[src/rtl/mag_stream_filter_if.sv]
// Handshake bundle between the magnitude stage, the filter and its consumer.
// The master modport is the environment side; the slave modport is the filter.
interface mag_stream_filter_if;
   logic       in_valid;
   logic [7:0] in_mag;
   logic       in_ready;
   logic       out_valid;
   logic       out_ready;
   logic [7:0] out_avg;
   logic [7:0] out_peak;
   logic       out_alarm;
   logic       out_warm;

   modport master (
      output in_valid, in_mag, out_ready,
      input  in_ready, out_valid, out_avg, out_peak, out_alarm, out_warm
   );

   modport slave (
      input  in_valid, in_mag, out_ready,
      output in_ready, out_valid, out_avg, out_peak, out_alarm, out_warm
   );
endinterface

[src/rtl/mag_stream_filter.sv]
// Four-sample moving average / peak filter on a magnitude stream, with a
// hysteretic threshold alarm on the average and a one-deep output register.
module mag_stream_filter #(
   parameter int unsigned ALARM_HYST = 4
) (
   input  logic               clk,
   input  logic               rst_n,
   input  logic               ena,
   input  logic               clear,
   input  logic [7:0]         cfg_thresh,
   mag_stream_filter_if.slave s
);
   typedef enum logic {QUIET, ALARM} alarm_state_t;

   localparam logic [8:0] HYST9 = 9'(ALARM_HYST);

   alarm_state_t state_reg, state_next;

   logic [7:0] window_reg [4];
   logic [7:0] shift_in   [4];
   logic [9:0] sum_reg, sum_next;
   logic [2:0] count_reg, count_next;
   logic [7:0] avg_next, peak_next;
   logic [8:0] release_level;

   logic       out_valid_reg;
   logic [7:0] out_avg_reg, out_peak_reg;
   logic       out_alarm_reg, out_warm_reg;

   logic       in_ready, accept, drain;

   assign in_ready = rst_n & ena & ~clear & (~out_valid_reg | s.out_ready);
   assign accept   = s.in_valid & in_ready;
   assign drain    = ena & ~clear & out_valid_reg & s.out_ready;

   // shift_in[k] is what window slot k holds after an accept
   assign shift_in[0] = s.in_mag;
   genvar gi;
   generate
      for (gi = 1; gi < 4; gi++) begin : g_tap
         assign shift_in[gi] = window_reg[gi-1];
      end
   endgenerate

   // sum always contains window_reg[3], so the subtraction cannot wrap
   assign sum_next   = sum_reg + {2'b00, s.in_mag} - {2'b00, window_reg[3]};
   assign avg_next   = sum_next[9:2];
   assign count_next = (count_reg == 3'd4) ? count_reg : count_reg + 3'd1;

   always_comb begin
      peak_next = shift_in[0];
      for (int i = 1; i < 4; i++) begin
         if (shift_in[i] > peak_next) peak_next = shift_in[i];
      end
   end

   assign release_level = ({1'b0, cfg_thresh} > HYST9) ? ({1'b0, cfg_thresh} - HYST9) : 9'd0;

   always_comb begin
      state_next = state_reg;
      if (accept) begin
         case (state_reg)
            QUIET: if (avg_next > cfg_thresh) state_next = ALARM;
            ALARM: if ({1'b0, avg_next} < release_level) state_next = QUIET;
         endcase
      end
   end

   always_ff @(posedge clk) begin
      if (!rst_n || clear) state_reg <= QUIET;
      else                 state_reg <= state_next;
   end

   always_ff @(posedge clk) begin
      if (!rst_n || clear) begin
         for (int i = 0; i < 4; i++) window_reg[i] <= '0;
         sum_reg       <= '0;
         count_reg     <= '0;
         out_valid_reg <= 1'b0;
         out_avg_reg   <= '0;
         out_peak_reg  <= '0;
         out_alarm_reg <= 1'b0;
         out_warm_reg  <= 1'b0;
      end else if (accept) begin
         for (int i = 0; i < 4; i++) window_reg[i] <= shift_in[i];
         sum_reg       <= sum_next;
         count_reg     <= count_next;
         out_valid_reg <= 1'b1;
         out_avg_reg   <= avg_next;
         out_peak_reg  <= peak_next;
         out_alarm_reg <= (state_next == ALARM);
         out_warm_reg  <= (count_next == 3'd4);
      end else if (drain) begin
         out_valid_reg <= 1'b0;
      end
   end

   assign s.in_ready  = in_ready;
   assign s.out_valid = out_valid_reg;
   assign s.out_avg   = out_avg_reg;
   assign s.out_peak  = out_peak_reg;
   assign s.out_alarm = out_alarm_reg;
   assign s.out_warm  = out_warm_reg;
endmodule

[src/flat_wrapper.sv]
// flat-port wrapper written by rule: the top's interface ports become plain ports
module mag_stream_filter_flat 
#(
   parameter int unsigned ALARM_HYST = 4
)
  (clk, rst_n, ena, clear, cfg_thresh, s_in_valid, s_in_mag, s_out_ready, s_in_ready, s_out_valid, s_out_avg, s_out_peak, s_out_alarm, s_out_warm);
  mag_stream_filter_if s_i ();
  input  logic clk;
  input  logic rst_n;
  input  logic ena;
  input  logic clear;
  input  logic [7:0] cfg_thresh;
  input wire logic [$bits(s_i.in_valid)-1:0] s_in_valid;
  input wire logic [$bits(s_i.in_mag)-1:0] s_in_mag;
  input wire logic [$bits(s_i.out_ready)-1:0] s_out_ready;
  output wire logic [$bits(s_i.in_ready)-1:0] s_in_ready;
  output wire logic [$bits(s_i.out_valid)-1:0] s_out_valid;
  output wire logic [$bits(s_i.out_avg)-1:0] s_out_avg;
  output wire logic [$bits(s_i.out_peak)-1:0] s_out_peak;
  output wire logic [$bits(s_i.out_alarm)-1:0] s_out_alarm;
  output wire logic [$bits(s_i.out_warm)-1:0] s_out_warm;
  assign s_i.in_valid = s_in_valid;
  assign s_i.in_mag = s_in_mag;
  assign s_i.out_ready = s_out_ready;
  assign s_in_ready = s_i.in_ready;
  assign s_out_valid = s_i.out_valid;
  assign s_out_avg = s_i.out_avg;
  assign s_out_peak = s_i.out_peak;
  assign s_out_alarm = s_i.out_alarm;
  assign s_out_warm = s_i.out_warm;
  mag_stream_filter #(.ALARM_HYST(ALARM_HYST)) u_core (.clk(clk), .rst_n(rst_n), .ena(ena), .clear(clear), .cfg_thresh(cfg_thresh), .s(s_i));
endmodule
[config.mk]
export PLATFORM = sky130hd
export DESIGN_NAME = mag_stream_filter_flat
export DESIGN_NICKNAME = d
export VERILOG_FILES = /design/src/rtl/mag_stream_filter_if.sv /design/src/rtl/mag_stream_filter.sv /design/src/flat_wrapper.sv
export SDC_FILE = /design/constraint.sdc
export NUM_CORES = 1
export LEC_CHECK = 0
export BUFFER_PORTS_ARGS = -buffer_cell sky130_fd_sc_hd__buf_2
export CELL_PAD_IN_SITES_DETAIL_PLACEMENT = 0
export CELL_PAD_IN_SITES_GLOBAL_PLACEMENT = 2
export CORE_UTILIZATION = 38
export DETAILED_ROUTE_END_ITERATION = 8
export HOLD_SLACK_MARGIN = 0.15
export PLACE_DENSITY_LB_ADDON = 0.1
export SYNTH_ARGS = -nofsm -noshare
export SYNTH_HDL_FRONTEND = slang
export SYNTH_SLANG_ARGS = --single-unit
[constraint.sdc]
create_clock -name clk -period 6.4 [get_ports clk]
set_input_delay 0.64 -clock clk [delete_from_list [all_inputs] [get_ports clk]]
set_output_delay 0.64 -clock clk [all_outputs]
set_load 0.005 [all_outputs]
==> results.md, run 1 <==
* Outcome: finished clean
* RSZ-0062 raised after global routing: no
* IO buf count at 41
* Worst Skew at 0.006376 ns
* Final Hold Vio Count at 0
* # diodes at 0
* Worst-path cell chain: buf_2 -> inv_1 -> ha_1 -> nor2b_1 -> o211a_1 -> o31ai_4 -> a22o_1 -> nor2_1 -> ha_1 -> a21oi_1 -> o21ai_0 -> o21a_2 -> or2_0 -> buf_4 -> o31ai_1 -> ha_1 -> nor2b_1 -> o211ai_1 -> a21oi_1 -> o22ai_1 -> o311ai_1 -> a21oi_1
* Main synth FF type: edfxtp_1
* Vias per cell at 5.518
* Area of the die at 12140 µm²
* Seq pwr share at 32.6%
* Share of cells above drive strength 1 at 13.14%
* Routed wire per std cell at 17.16 µm
* Rows at 39
* Initial antenna violation count at 0
* Final setup TNS at 0 ns
* Fmax at 190.1 MHz
* Synth cell types at 59
* Routed WL at 11.46 mm
* Switch share at 30.41%
* Remaining DRCs at 0
* Syn Std Cell Area at 4446 µm²
* Syn_nets at 575
* Max Slew Vio Count at 0
* Initial Util at 38.93%
* Final hold slack at 0.4532 ns
* Clock transition at the registers of the reported paths at 0.05 ns
* DR vias at 3686
* Ys async rst share at 0%
* Critical path depth at 22
* Worst min path class: reg -> reg
* Cell count of the worst hold path at 2
* Internal power at 0.8929 mW
* Vias in the first global route at 3558
* Arrival @ worst endpoint at 5.52 ns
* Maximum root-to-sink buffer count at 2
* Final min period at 5.261 ns
* Nets at 603
* Type of destination of the critical path: flip-flop
* Sw power at 0.3901 mW
* Max incr delay on CP at 0.54 ns
* Root Driver: clkbuf_16
* Routed Antenna Nets at 0
* GR Util All Layers at 20.13%
* TritonCTS Buffers at 9
* PwrDens at 255.4 nW/µm²
* Mapped Cells at 492
* WP buf/inv at 3
* Max H-tree Level at 3
* Pre-Repair DR Iteration Count at 4
* Critical-path top delay cell: o22ai_1
* Synth-to-Final Area Change at 13.00%
* Period utilization at 82.20%
* Clk_lat worst skew at 0.33 ns
* CP startpoint kind: input port
* Max Cap Viol at 0
* Core Region at 11420 µm²
* Max reg flops at 32
* Dpl hpwl at 8.853 mm
* CP max FO at 16
* I/O pins at 42
* Post-CTS Setup Repair Bufs at 0
* Yosys warns at 0
* Clock share of power at 39.0%
* Max IR drop VDD at 128.5 µV
* Mean Syn Cell Area at 9.036 µm²
* Pin count of the biggest net entering global routing at 44
* Critical path type: in -> reg
* Sequential area share after synthesis at 32.87%
* Drt first-iter violations at 187
* Logic pwr share at 28.4%
* Slew headroom at 29.55%
* Actual slew at the worst max-slew pin at 1.054 ns
* Leak Pwr at 2.277 nW
* Routability Congestion at 0.8936
* CP top delay family: compound AO/OA/AOI/OAI gates
* Clock sink count at 57
* Gr ovfl total at 0
* Resized Gates After CTS at 0
* Die width at 110.2 µm
* CTS tree: done
* Die Ht at 110.2 µm
* Number of synthesized flops with an enable pin at 32
* R2R cell count at 20
* Post-CTS Hold Buffers at 0
* First-pass GRT wire length at 18.04 mm
* Number of setup violations in the final report at 0
* CP required at 6.66 ns
* Seq cells post-synth at 57
-- Yosys cell counts (all sizes together) (9+ instances only) --
library cell | number | area share (%)
nand2 | 31 | 2.6
and3 | 25 | 3.5
a21oi | 46 | 5.3
nor2 | 31 | 2.6
edfxtp | 32 | 22
inv | 49 | 4.1
nand3 | 11 | 1.2
dfxtp | 25 | 11
ha | 53 | 15
o21ai | 19 | 2.1
o211ai | 15 | 2.5
xnor2 | 9 | 1.8
o31ai | 10 | 2.0
buf | 11 | 1.8
clkbuf | 17 | 1.4
-- through the flow --
| stage | setup slack [ns] | cells | total power [mW] | area (µm²) | util (%) |
|---|---|---|---|---|---|
| after global placement | 0.9655 | 652 | 0.7873 | 4718 | 41.32 |
| after floorplan | 1.461 | 492 | 0.6967 | 4446 | - |
| final | 1.139 | 668 | 1.283 | 5024 | 44.00 |
| after detailed placement | 0.8195 | 652 | 0.7958 | 4718 | 41.32 |
| after global routing | 0.8488 | 668 | 1.369 | 5024 | 44.00 |
| after CTS | 1.166 | 668 | 1.303 | 5024 | 44.00 |
-- layer usage --
metal / up-vias / track usage (%) / routed length [µm] / share of wire (%)
met5: - / 0 / 0 / 0
met4: 0 / 6.485 / 121 / 1.1
met3: 8 / 3.762 / 349 / 3.0
met2: 50 / 35.36 / 5790 / 51
met1: 1767 / 24.79 / 5202 / 45
li1: 1861 / - / - / -
-- power by group through the flow --
stage                     logic [mW]  registers [mW]  clock network [mW]
final                          0.365           0.418               0.500
after global routing           0.418           0.420               0.531
after CTS                      0.372           0.418               0.514
after detailed placement       0.371           0.425                   0
after global placement         0.362           0.425                   0
after floorplan                0.277           0.419                   0
-- final timing paths --
check | start | slack (ns) | to
setup / recovery | s_in_mag[1] | 1.14 | u_core.s.out_peak[7]$_SDFFE_PP0P_
hold / removal | u_core.sum_reg[0]$_SDFFE_PP0P_ | 0.45 | u_core.sum_reg[0]$_SDFFE_PP0P_
setup reg to reg | u_core.window_reg[0][1]$_SDFFCE_PN0P_ | 1.21 | u_core.s.out_peak[7]$_SDFFE_PP0P_
hold reg to reg | u_core.sum_reg[0]$_SDFFE_PP0P_ | 0.45 | u_core.sum_reg[0]$_SDFFE_PP0P_
-- layout by cell type (no fill, tap or decap), types with 3 or more instances in the layout --
master,instances
edfxtp_1,32
nand4_1,6
nand2_1,31
dfxtp_1,25
a31oi_1,3
a22o_1,7
o311ai_1,7
and2_1,3
buf_2,41
a21oi_1,44
nor3_1,4
xnor2_1,9
nor2_1,31
o21bai_1,7
a21o_1,5
o31ai_1,9
clkbuf_16,9
o21a_1,5
inv_1,49
clkbuf_1,3
and3_1,25
buf_4,4
nor2b_1,5
nand2b_1,5
fa_1,8
a211oi_1,5
nand3_1,11
o21ai_0,17
ha_1,53
o211ai_1,15
xor2_1,3
-- worst reg2reg max path, cell delays in order, from the launching register on --
cell and delay [ns]:
edfxtp_1 0.44, ha_1 0.34, nor2b_1 0.14, o211a_1 0.32
o31ai_4 0.44, a22o_1 0.26, nor2_1 0.06, ha_1 0.31
a21oi_1 0.18, o21ai_0 0.11, o21a_2 0.18, or2_0 0.23
buf_4 0.19, o31ai_1 0.28, ha_1 0.29, nor2b_1 0.13
o211ai_1 0.14, a21oi_1 0.10, o22ai_1 0.54, o311ai_1 0.26
a21oi_1 0.18
-- cell families after synthesis --
group	count (synthesis)	synth area share, %
XOR/XNOR	12	2.364
AND/OR/NAND/NOR	137	15.99
flip-flops	57	32.87
multiplexers	2	0.4503
adder cells (fa/ha/maj)	61	18.52
AO/OA/AOI/OAI	146	22.43
buffers and inverters	77	7.374
-- final cells by class --
cell class	instances	area [µm²]
inverters	49	183.9
clock buffers	12	236.5
repair buffers	45	235.2
well taps	143	178.9
fillers	1152	6395
clock inverters	4	68.82
multi-input cells	358	2659
flip-flops and latches	57	1461
Note: power is estimated with default switching activity, not from simulation.
==> run 2, diff against run 1 <==
==> constraint.sdc (replaced) <==
create_clock -name clk -period 5 [get_ports clk]
set_input_delay 0.5 -clock clk [delete_from_list [all_inputs] [get_ports clk]]
set_output_delay 0.5 -clock clk [all_outputs]
set_load 0.005 [all_outputs]
==> run 2 against run 1 <==
Against the previous run: routed wire length decreased by 1.5%; critical path depth shrank 4; sequential cell count did not move; sequential share of layout area is 0.93 points lower; highest routed layer unchanged; total power up 25%; non-clock buffer count is 23 higher; clock power grew 17%.
==> results.md, run 2 (synthesis results as in run 1) <==
* Most frequent cells in the layout: ha_1 (53), inv_1 (49), a21oi_1 (43)
* GR Util All Layers at 20.10% (-0.035 points)
* Layout Cells excl Fill at 691 (+3.4%)
* Core Region at 11420 µm² (unchanged)
* CP startpoint kind: flip-flop
* DR vias at 3720 (+0.92%)
* R2R cell count at 18 (-10%)
* Root Driver: clkbuf_16
* Initial antenna violation count at 0 (unchanged)
* Critical path type: reg -> reg
* Routed wire per std cell at 16.34 µm (-4.8%)
* Slew headroom at 31.55% (+2.0 points)
* Routed Antenna Nets at 0 (unchanged)
* I/O pins at 42 (unchanged)
* Type of destination of the critical path: flip-flop
* RSZ-0062 raised after global routing: no
* Final Hold Vio Count at 0 (unchanged)
* Drt first-iter violations at 141 (-25%)
* Max Cap Viol at 0 (unchanged)
* Gr ovfl total at 0 (unchanged)
* Die width at 110.2 µm (unchanged)
* FILL cells at 1164 (+1.0%)
* Pin count of the biggest net entering global routing at 44 (unchanged)
* Leak Pwr at 2.383 nW (+4.6%)
* Max Slew Vio Count at 0 (unchanged)
* Final hold slack at 0.4560 ns (+0.002845 ns)
* Nets at 626 (+3.8%)
* Vias per cell at 5.384 (-2.4%)
* Placed Cells at 674 (+3.4%)
* Max IR drop VDD at 171.5 µV (+33%)
* Remaining DRCs at 0 (unchanged)
* IO buf count at 41 (unchanged)
* Area of the die at 12140 µm² (unchanged)
* Synth-to-Final Area Change at 16.75%
* Clock transition at the registers of the reported paths at 0.05 ns (about the same)
* PwrDens at 309.7 nW/µm² (+21%)
* Actual slew at the worst max-slew pin at 1.024 ns (-0.02983 ns)
* Cell count of the worst hold path at 2 (unchanged)
* Worst Skew at 0.006087 ns (-0.0002895 ns)
* Final min period at 4.667 ns
* Fmax at 214.3 MHz
* Share of cells above drive strength 1 at 17.34% (+4.2 points)
* Max H-tree Level at 3 (unchanged)
* CTS tree: done
* TritonCTS Buffers at 9 (unchanged)
* # diodes at 0 (unchanged)
* Worst min path class: reg -> reg
* Dpl hpwl at 8.751 mm (-1.2%)
* Rows at 39 (unchanged)
* Commonest non-fill, non-tap cell in the layout: ha_1
* Post-CTS Hold Buffers at 0 (unchanged)
* Initial Util at 38.93% (unchanged)
* Routed WL at 11.29 mm (-1.5%)
* Routability Congestion at 0.8453 (-5.4%)
* First-pass GRT wire length at 17.84 mm (-1.1%)
* Arrival @ worst endpoint at 4.87 ns (-0.65 ns)
* Die Ht at 110.2 µm (unchanged)
* Final setup TNS at 0 ns (unchanged)
* Maximum root-to-sink buffer count at 2 (unchanged)
* Area of the multi-input gates at 2678 µm² (+0.71%)
* Number of setup violations in the final report at 0 (unchanged)
* Clock sink count at 57 (unchanged)
* Register area at 1461 µm² (unchanged)
* PnR Total Power at 1.607 mW (+25%)
* Clk_lat worst skew at 0.33 ns (about the same)
* Pre-Repair DR Iteration Count at 4 (unchanged)
* Max reg flops at 32 (unchanged)
* Period utilization at 93.33%
* Vias in the first global route at 3496 (-1.7%)
* CP required at 5.20 ns (-1.46 ns)
* Outcome: finished clean
* CP max FO at 11 (-5)
-- run 2: final timing paths --
kind	start	endpoint	slack (ns)
max	u_core.window_reg[0][5]$_SDFFCE_PN0P_	u_core.s.out_peak[0]$_SDFFE_PP0P_	0.33
min	u_core.sum_reg[0]$_SDFFE_PP0P_	u_core.sum_reg[0]$_SDFFE_PP0P_	0.46
max reg2reg	u_core.window_reg[0][5]$_SDFFCE_PN0P_	u_core.s.out_peak[0]$_SDFFE_PP0P_	0.33
min reg2reg	u_core.sum_reg[0]$_SDFFE_PP0P_	u_core.sum_reg[0]$_SDFFE_PP0P_	0.46
-- run 2: layout make-up --
class	count	share of cell area [%]
repair buffers	68	7.859
well taps	143	3.447
inverters	49	3.544
flip-flops and latches	57	28.16
clock buffers	11	4.484
clock inverters	5	0.9161
multi-input cells	358	51.59
-- run 2: critical path, stage by stage (launching register included) --
cell	delay [ns]
edfxtp_1	0.46
ha_1	0.35
a211oi_2	0.25
o21ai_1	0.17
o21a_1	0.24
a22o_1	0.29
or2_1	0.24
ha_1	0.28
nand4_1	0.13
o21a_2	0.22
or2_0	0.25
buf_4	0.19
o31ai_1	0.25
ha_1	0.29
a21oi_1	0.14
o21ai_0	0.17
o22a_2	0.32
a21oi_1	0.19
a21oi_1	0.11
-- run 2: what timing repair did --
action	in CTS	in global routing
resized for setup	0	5
setup buffers	0	1
endpoints found under the setup margin	0	8
-- run 2: metal layers --
metal / global-route usage (%) / share of wire, %
met5: 0 / 0
met4: 6.485 / 1.4
met3: 4.703 / 3.6
met2: 35.71 / 51
met1: 23.81 / 44
-- run 2: metrics by stage --
step / setup slack (ns) / util (%) / cell area, µm²
2_1_floorplan: 0.2012 / - / 4446
6_report: 0.3335 / 45.45 / 5190
5_1_grt: 0.04634 / 45.45 / 5190
3_5_place_dp: -0.1664 / 42.77 / 4883
3_3_place_gp: -0.08042 / 42.77 / 4883
4_1_cts: 0.005114 / 45.22 / 5164
-- run 2: power breakdown --
| part | internal [mW] | total [mW] | switching (mW) | leakage, nW |
|---|---|---|---|---|
| combinational | 0.210 | 0.487 | 0.277 | 1.68 |
| clock | 0.380 | 0.586 | 0.206 | 0.138 |
| sequential | 0.517 | 0.534 | 0.0173 | 0.567 |
